## config.mk

```make
export PLATFORM = sky130hd
export DESIGN_NAME = ccr_unit
export DESIGN_NICKNAME = d
export VERILOG_FILES = /design/src/rtl/ccr_unit.sv
export SDC_FILE = /design/constraint.sdc
export NUM_CORES = 1
export LEC_CHECK = 0
export CAP_MARGIN = 20
export CORE_AREA = 3 3 40 42
export CTS_CLUSTER_SIZE = 24
export DETAILED_ROUTE_END_ITERATION = 6
export DIE_AREA = 0 0 43 45
export GPL_TIMING_DRIVEN = 0
export PLACE_DENSITY = 0.69
export SETUP_SLACK_MARGIN = 0.2
export SLEW_MARGIN = 25
export SYNTH_ARGS = -nofsm -noshare
export SYNTH_HDL_FRONTEND = slang
export SYNTH_SLANG_ARGS = --single-unit
```

## constraint.sdc

```tcl
create_clock -name clk -period 1.2 [get_ports clk]
set_clock_uncertainty 0.1 [all_clocks]
set_input_delay 0.18 -clock clk [delete_from_list [all_inputs] [get_ports clk]]
set_output_delay 0.18 -clock clk [all_outputs]
set_load 0.1 [all_outputs]
```

## src/rtl/ccr_unit.sv

```systemverilog
// Condition-code register stage: masked ALU flag capture, SETC/CLRC, jump resolution with
// tested-flag clear. Optional interrupt shadow copy is enabled by defining CCR_SHADOW_EN.
`ifndef ALU_NOP
`define ALU_NOP 4'd0
`endif
`ifndef ALU_INC
`define ALU_INC 4'd1
`endif
`ifndef ALU_DEC
`define ALU_DEC 4'd2
`endif
`ifndef ALU_ADD
`define ALU_ADD 4'd3
`endif
`ifndef ALU_SUB
`define ALU_SUB 4'd4
`endif
`ifndef ALU_NOT
`define ALU_NOT 4'd5
`endif
`ifndef ALU_AND
`define ALU_AND 4'd6
`endif
`ifndef ALU_OR
`define ALU_OR 4'd7
`endif
`ifndef ALU_SHL
`define ALU_SHL 4'd8
`endif
`ifndef ALU_SHR
`define ALU_SHR 4'd9
`endif
`ifndef ALU_MOV
`define ALU_MOV 4'd10
`endif

module ccr_unit (
  input  logic       clk,
  input  logic       rstN,
  input  logic       stall,
  input  logic [3:0] aluSignals,
  input  logic       zeroIn,
  input  logic       carryIn,
  input  logic       overFlowIn,
  input  logic       negativeIn,
  input  logic       flagWriteEn,
  input  logic       setCarry,
  input  logic       clrCarry,
  input  logic       jumpValid,
  input  logic [1:0] jumpType,
  input  logic       intSave,
  input  logic       rtiRestore,
  output logic [3:0] ccr,
  output logic       jumpTaken,
  output logic       shadowValid
);

  localparam int unsigned BitZ = 0;
  localparam int unsigned BitN = 1;
  localparam int unsigned BitC = 2;
  localparam int unsigned BitV = 3;

  logic [3:0] ccr_q, ccr_d;
  logic [3:0] ccr_upd;
  logic       upd_all, upd_zn;
  logic       sel_flag;

  always_comb begin
    upd_all = 1'b0;
    upd_zn  = 1'b0;
    case (aluSignals)
      `ALU_INC, `ALU_DEC, `ALU_ADD, `ALU_SUB:           upd_all = 1'b1;
      `ALU_NOT, `ALU_AND, `ALU_OR, `ALU_SHL, `ALU_SHR: upd_zn  = 1'b1;
      default: ;
    endcase
  end

  // JZ/JN/JC test bits 0/1/2, which line up with the jump type encoding
  always_comb begin
    sel_flag  = (jumpType == 2'd3) ? 1'b1 : ccr_q[jumpType];
    jumpTaken = jumpValid & sel_flag;
  end

  always_comb begin
    ccr_upd = ccr_q;
    if (jumpTaken && (jumpType != 2'd3)) begin
      ccr_upd[jumpType] = 1'b0;
    end
    if (flagWriteEn && (upd_all || upd_zn)) begin
      ccr_upd[BitZ] = zeroIn;
      ccr_upd[BitN] = negativeIn;
    end
    if (flagWriteEn && upd_all) begin
      ccr_upd[BitC] = carryIn;
      ccr_upd[BitV] = overFlowIn;
    end
    if (clrCarry) begin
      ccr_upd[BitC] = 1'b0;
    end else if (setCarry) begin
      ccr_upd[BitC] = 1'b1;
    end
  end

`ifdef CCR_SHADOW_EN
  logic [3:0] shadow_q, shadow_d;
  logic       shadow_valid_q, shadow_valid_d;

  always_comb begin
    ccr_d          = ccr_q;
    shadow_d       = shadow_q;
    shadow_valid_d = shadow_valid_q;
    if (!stall) begin
      if (rtiRestore) begin
        ccr_d          = shadow_q;
        shadow_valid_d = 1'b0;
      end else begin
        ccr_d = ccr_upd;
        // The shadow captures the value committed on this same edge
        if (intSave) begin
          shadow_d       = ccr_upd;
          shadow_valid_d = 1'b1;
        end
      end
    end
  end

  always_ff @(posedge clk or negedge rstN) begin
    if (!rstN) begin
      shadow_q       <= 4'b0000;
      shadow_valid_q <= 1'b0;
    end else begin
      shadow_q       <= shadow_d;
      shadow_valid_q <= shadow_valid_d;
    end
  end

  assign shadowValid = shadow_valid_q;
`else
  logic unused_shadow_inputs;
  assign unused_shadow_inputs = intSave ^ rtiRestore;

  always_comb begin
    ccr_d = ccr_q;
    if (!stall) begin
      ccr_d = ccr_upd;
    end
  end

  assign shadowValid = 1'b0;
`endif

  always_ff @(posedge clk or negedge rstN) begin
    if (!rstN) begin
      ccr_q <= 4'b0000;
    end else begin
      ccr_q <= ccr_d;
    end
  end

  assign ccr = ccr_q;

endmodule

```

==> impl_metrics.py <==
metrics = {
    "run_status": {
        "outcome": "finished with violations",
        "violations": "negative setup slack",
    },
    "synthesis": {
        "ys_types": 24,
        "netlist_area_um2": 313,
        "syn-mean-instance-area_um2": 8.45,
        "ys_async_sr_fraction_pct": 100,
        "synth_top_cell_area_share_pct": 32.0,
        "seq_area_frac_synth_pct": 32.0,
        "yosys-top-cells-area": "dfrtp_1, nand2_1, o21ai_0, nand4b_2, or3_1",
        "synthesis.nets": 56,
        "synthCells": 37,
        "synth-main-ff-cell": "dfrtp_1",
        "yosys_warnings": 0,
        "synth-edff-count": 0,
        "synth_top_area_cell": "dfrtp_1",
        "ys_ff_latch": 4,
    },
    "worst_hold_path": {
        "hp-class": "primary input to asynchronous set/reset pin",
    },
    "clocking": {
        "clk_latency_ns": 0.23,
        "cts_tree": "done",
        "numClockSinks": 4,
        "cts_root_buf": "clkbuf_4",
        "path_clk_slew_ns": 0.04,
        "cts_max_path_buffers": 2,
        "htreeDepth": 1,
        "cts_inserted_buffers": 3,
    },
    "sta": {
        "fin_ws_ns": -0.337,
        "rsz0062_at_grt": "true",
        "min_period_ns": 1.54,
        "min_period_over_period_pct": 128,
        "drv_slew": 0,
        "finalSetupViolations": 4,
        "whs_ns": 0.0469,
        "hold_viol": 0,
        "max_freq_ghz": 0.651,
    },
    "power": {
        "p_leak_nw": 0.310,
        "cellPowerDensity_nw_per_um2": 1300,
        "finalPower_mw": 0.934,
        "ir_drop_v": 0.000819,
    },
    "grt": {
        "grt_pass1_wl_um": 1450,
        "grt_use_total_pct": 10.4,
        "grt_pass1_vias": 366,
        "grt_max_degree": 7,
        "antenna_found_initial": 0,
        "gr-total-overflow": 0,
    },
    "floorplan": {
        "io-pin-count": 25,
        "core_area_um2": 1280,
        "core.rowCount": 13,
        "start_util_pct": 24.3,
        "fp.dieW_um": 43,
        "die_area_um2": 1940,
        "dieHeight_um": 45,
    },
    "worst_setup_path": {
        "cp.required_ns": 0.92,
        "crit_path_max_fanout": 2,
        "end_kind": "output port",
        "cp-start-kind": "flop",
        "cp_slowest_cell": "dfrtp_4",
        "crit_chain": "mux2i_2, nand2_1, o311a_4, buf_12",
        "crit_path_max_incr_delay_ns": 0.47,
        "critical_path_class": "flop to output port",
        "worstPathArrival_ns": 1.26,
        "worstReg2RegStart": "ccr[2]",
        "critPathLaunch": "ccr[2]",
    },
    "finish": {
        "final_nets": 86,
        "diodes": 0,
        "multi_input_area_um2": 263,
        "finalCoreUtilization_pct": 55.9,
        "layout.cells.non_filler": 80,
        "area_delta_synth_final_pct": 130,
        "seqCellArea_um2": 113,
        "largest_reg_flops": 4,
        "nFillCells": 117,
        "drive_gt1_share_pct": 55.4,
    },
    "drt": {
        "finalWirelength_um": 949,
        "route.detailed.wl_per_inst_um": 11.9,
        "drtIter0Drc": 3,
        "vias_per_cell": 4.65,
        "via_count": 372,
        "detail-route-antenna-nets": 0,
        "drc": 0,
        "firstDrtPassIters": 3,
    },
    "placement": {
        "gp_congestion": 0.698,
        "port_buffers": 21,
        "place_hpwl_um": 661,
        "dpl.cell_count": 73,
    },
    "flow_run": {
        "max-cap-violations": 0,
    },
}
cells in the final DEF, fill, tap and decap left out, types with 3 or more instances in the layout:
cell type / n
clkdlybuf4s50_1: 7
nand2_1: 5
buf_12: 5
buf_4: 3
dfrtp_4: 3
clkbuf_4: 3
dlygate4sd2_1: 3
buf_6: 3
repair_timing:
item	CTS	global route
gates resized for setup	78	7
hold buffers	0	0
pin swaps	6	0
buffers inserted	3	1
cloned	0	0
endpoints found under the setup margin	9	9
worst max-delay path, delay by kind of cell (launching register included):
family,cells,cell delay [ns]
mux,1,0.17
flops,1,0.47
simple gates,1,0.09
buf+inv,1,0.17
compound gates,1,0.13
cell usage after synthesis (2+ instances only):
master / instances
nand2_1: 5
dfrtp_1: 4
nor2_1: 3
o21ai_0: 3
inv_1: 2
or3_1: 2
path summary, 6_finish.rpt:
check	to	slack, ns	cells after the start
worst max-delay path	jumpTaken	-0.34	4
worst min-delay path	ccr[2]	0.05	1
worst max register to register	ccr[2]	-0.30	6
worst min register to register	ccr[3]	0.45	1
max in group asynchronous	ccr[0]	0.76	1
min in group clk	ccr[0]	0.30	4
metal layers:
metal	GRT usage [%]	vias to the layer above	wire [um]
met1	12.2	167	379
met5	0	-	0
li1	-	192	-
met4	3.61	0	0
met2	16.8	13	484
met3	4.78	0	85
logic make-up after synthesis:
family	synth area share, %
mux	10.4
flops	32.0
other cells	1.20
compound gates	23.6
buf+inv	4.80
simple gates	28.0
report_power, final:
part / internal, mW / switching [mW] / total, mW
Combinational: 0.247 / 0.324 / 0.571
Clock: 0.112 / 0.0527 / 0.164
Sequential: 0.173 / 0.0264 / 0.199
Total: 0.531 / 0.403 / 0.934
per-stage QoR:
stage               setup TNS (ns)  area (um^2)  setup WS, ns
floorplan                   -0.886          347        -0.435
finish                       -1.01          718        -0.337
global route                 -1.20          718        -0.401
detailed placement           -5.84          576         -1.31
CTS                         -0.819          709        -0.338
global placement             -5.86          576         -1.32
cell type report:
type | instances | area share [%]
Inverter | 2 | 1.05
Timing Repair Buffer | 25 | 39.9
Multi-Input combinational cell | 30 | 36.6
Buffer | 1 | 1.05
Clock buffer | 3 | 3.14
Sequential cell | 4 | 15.7
Tap cell | 15 | 2.61
No activity file was read; power rests on OpenSTA's default activity.
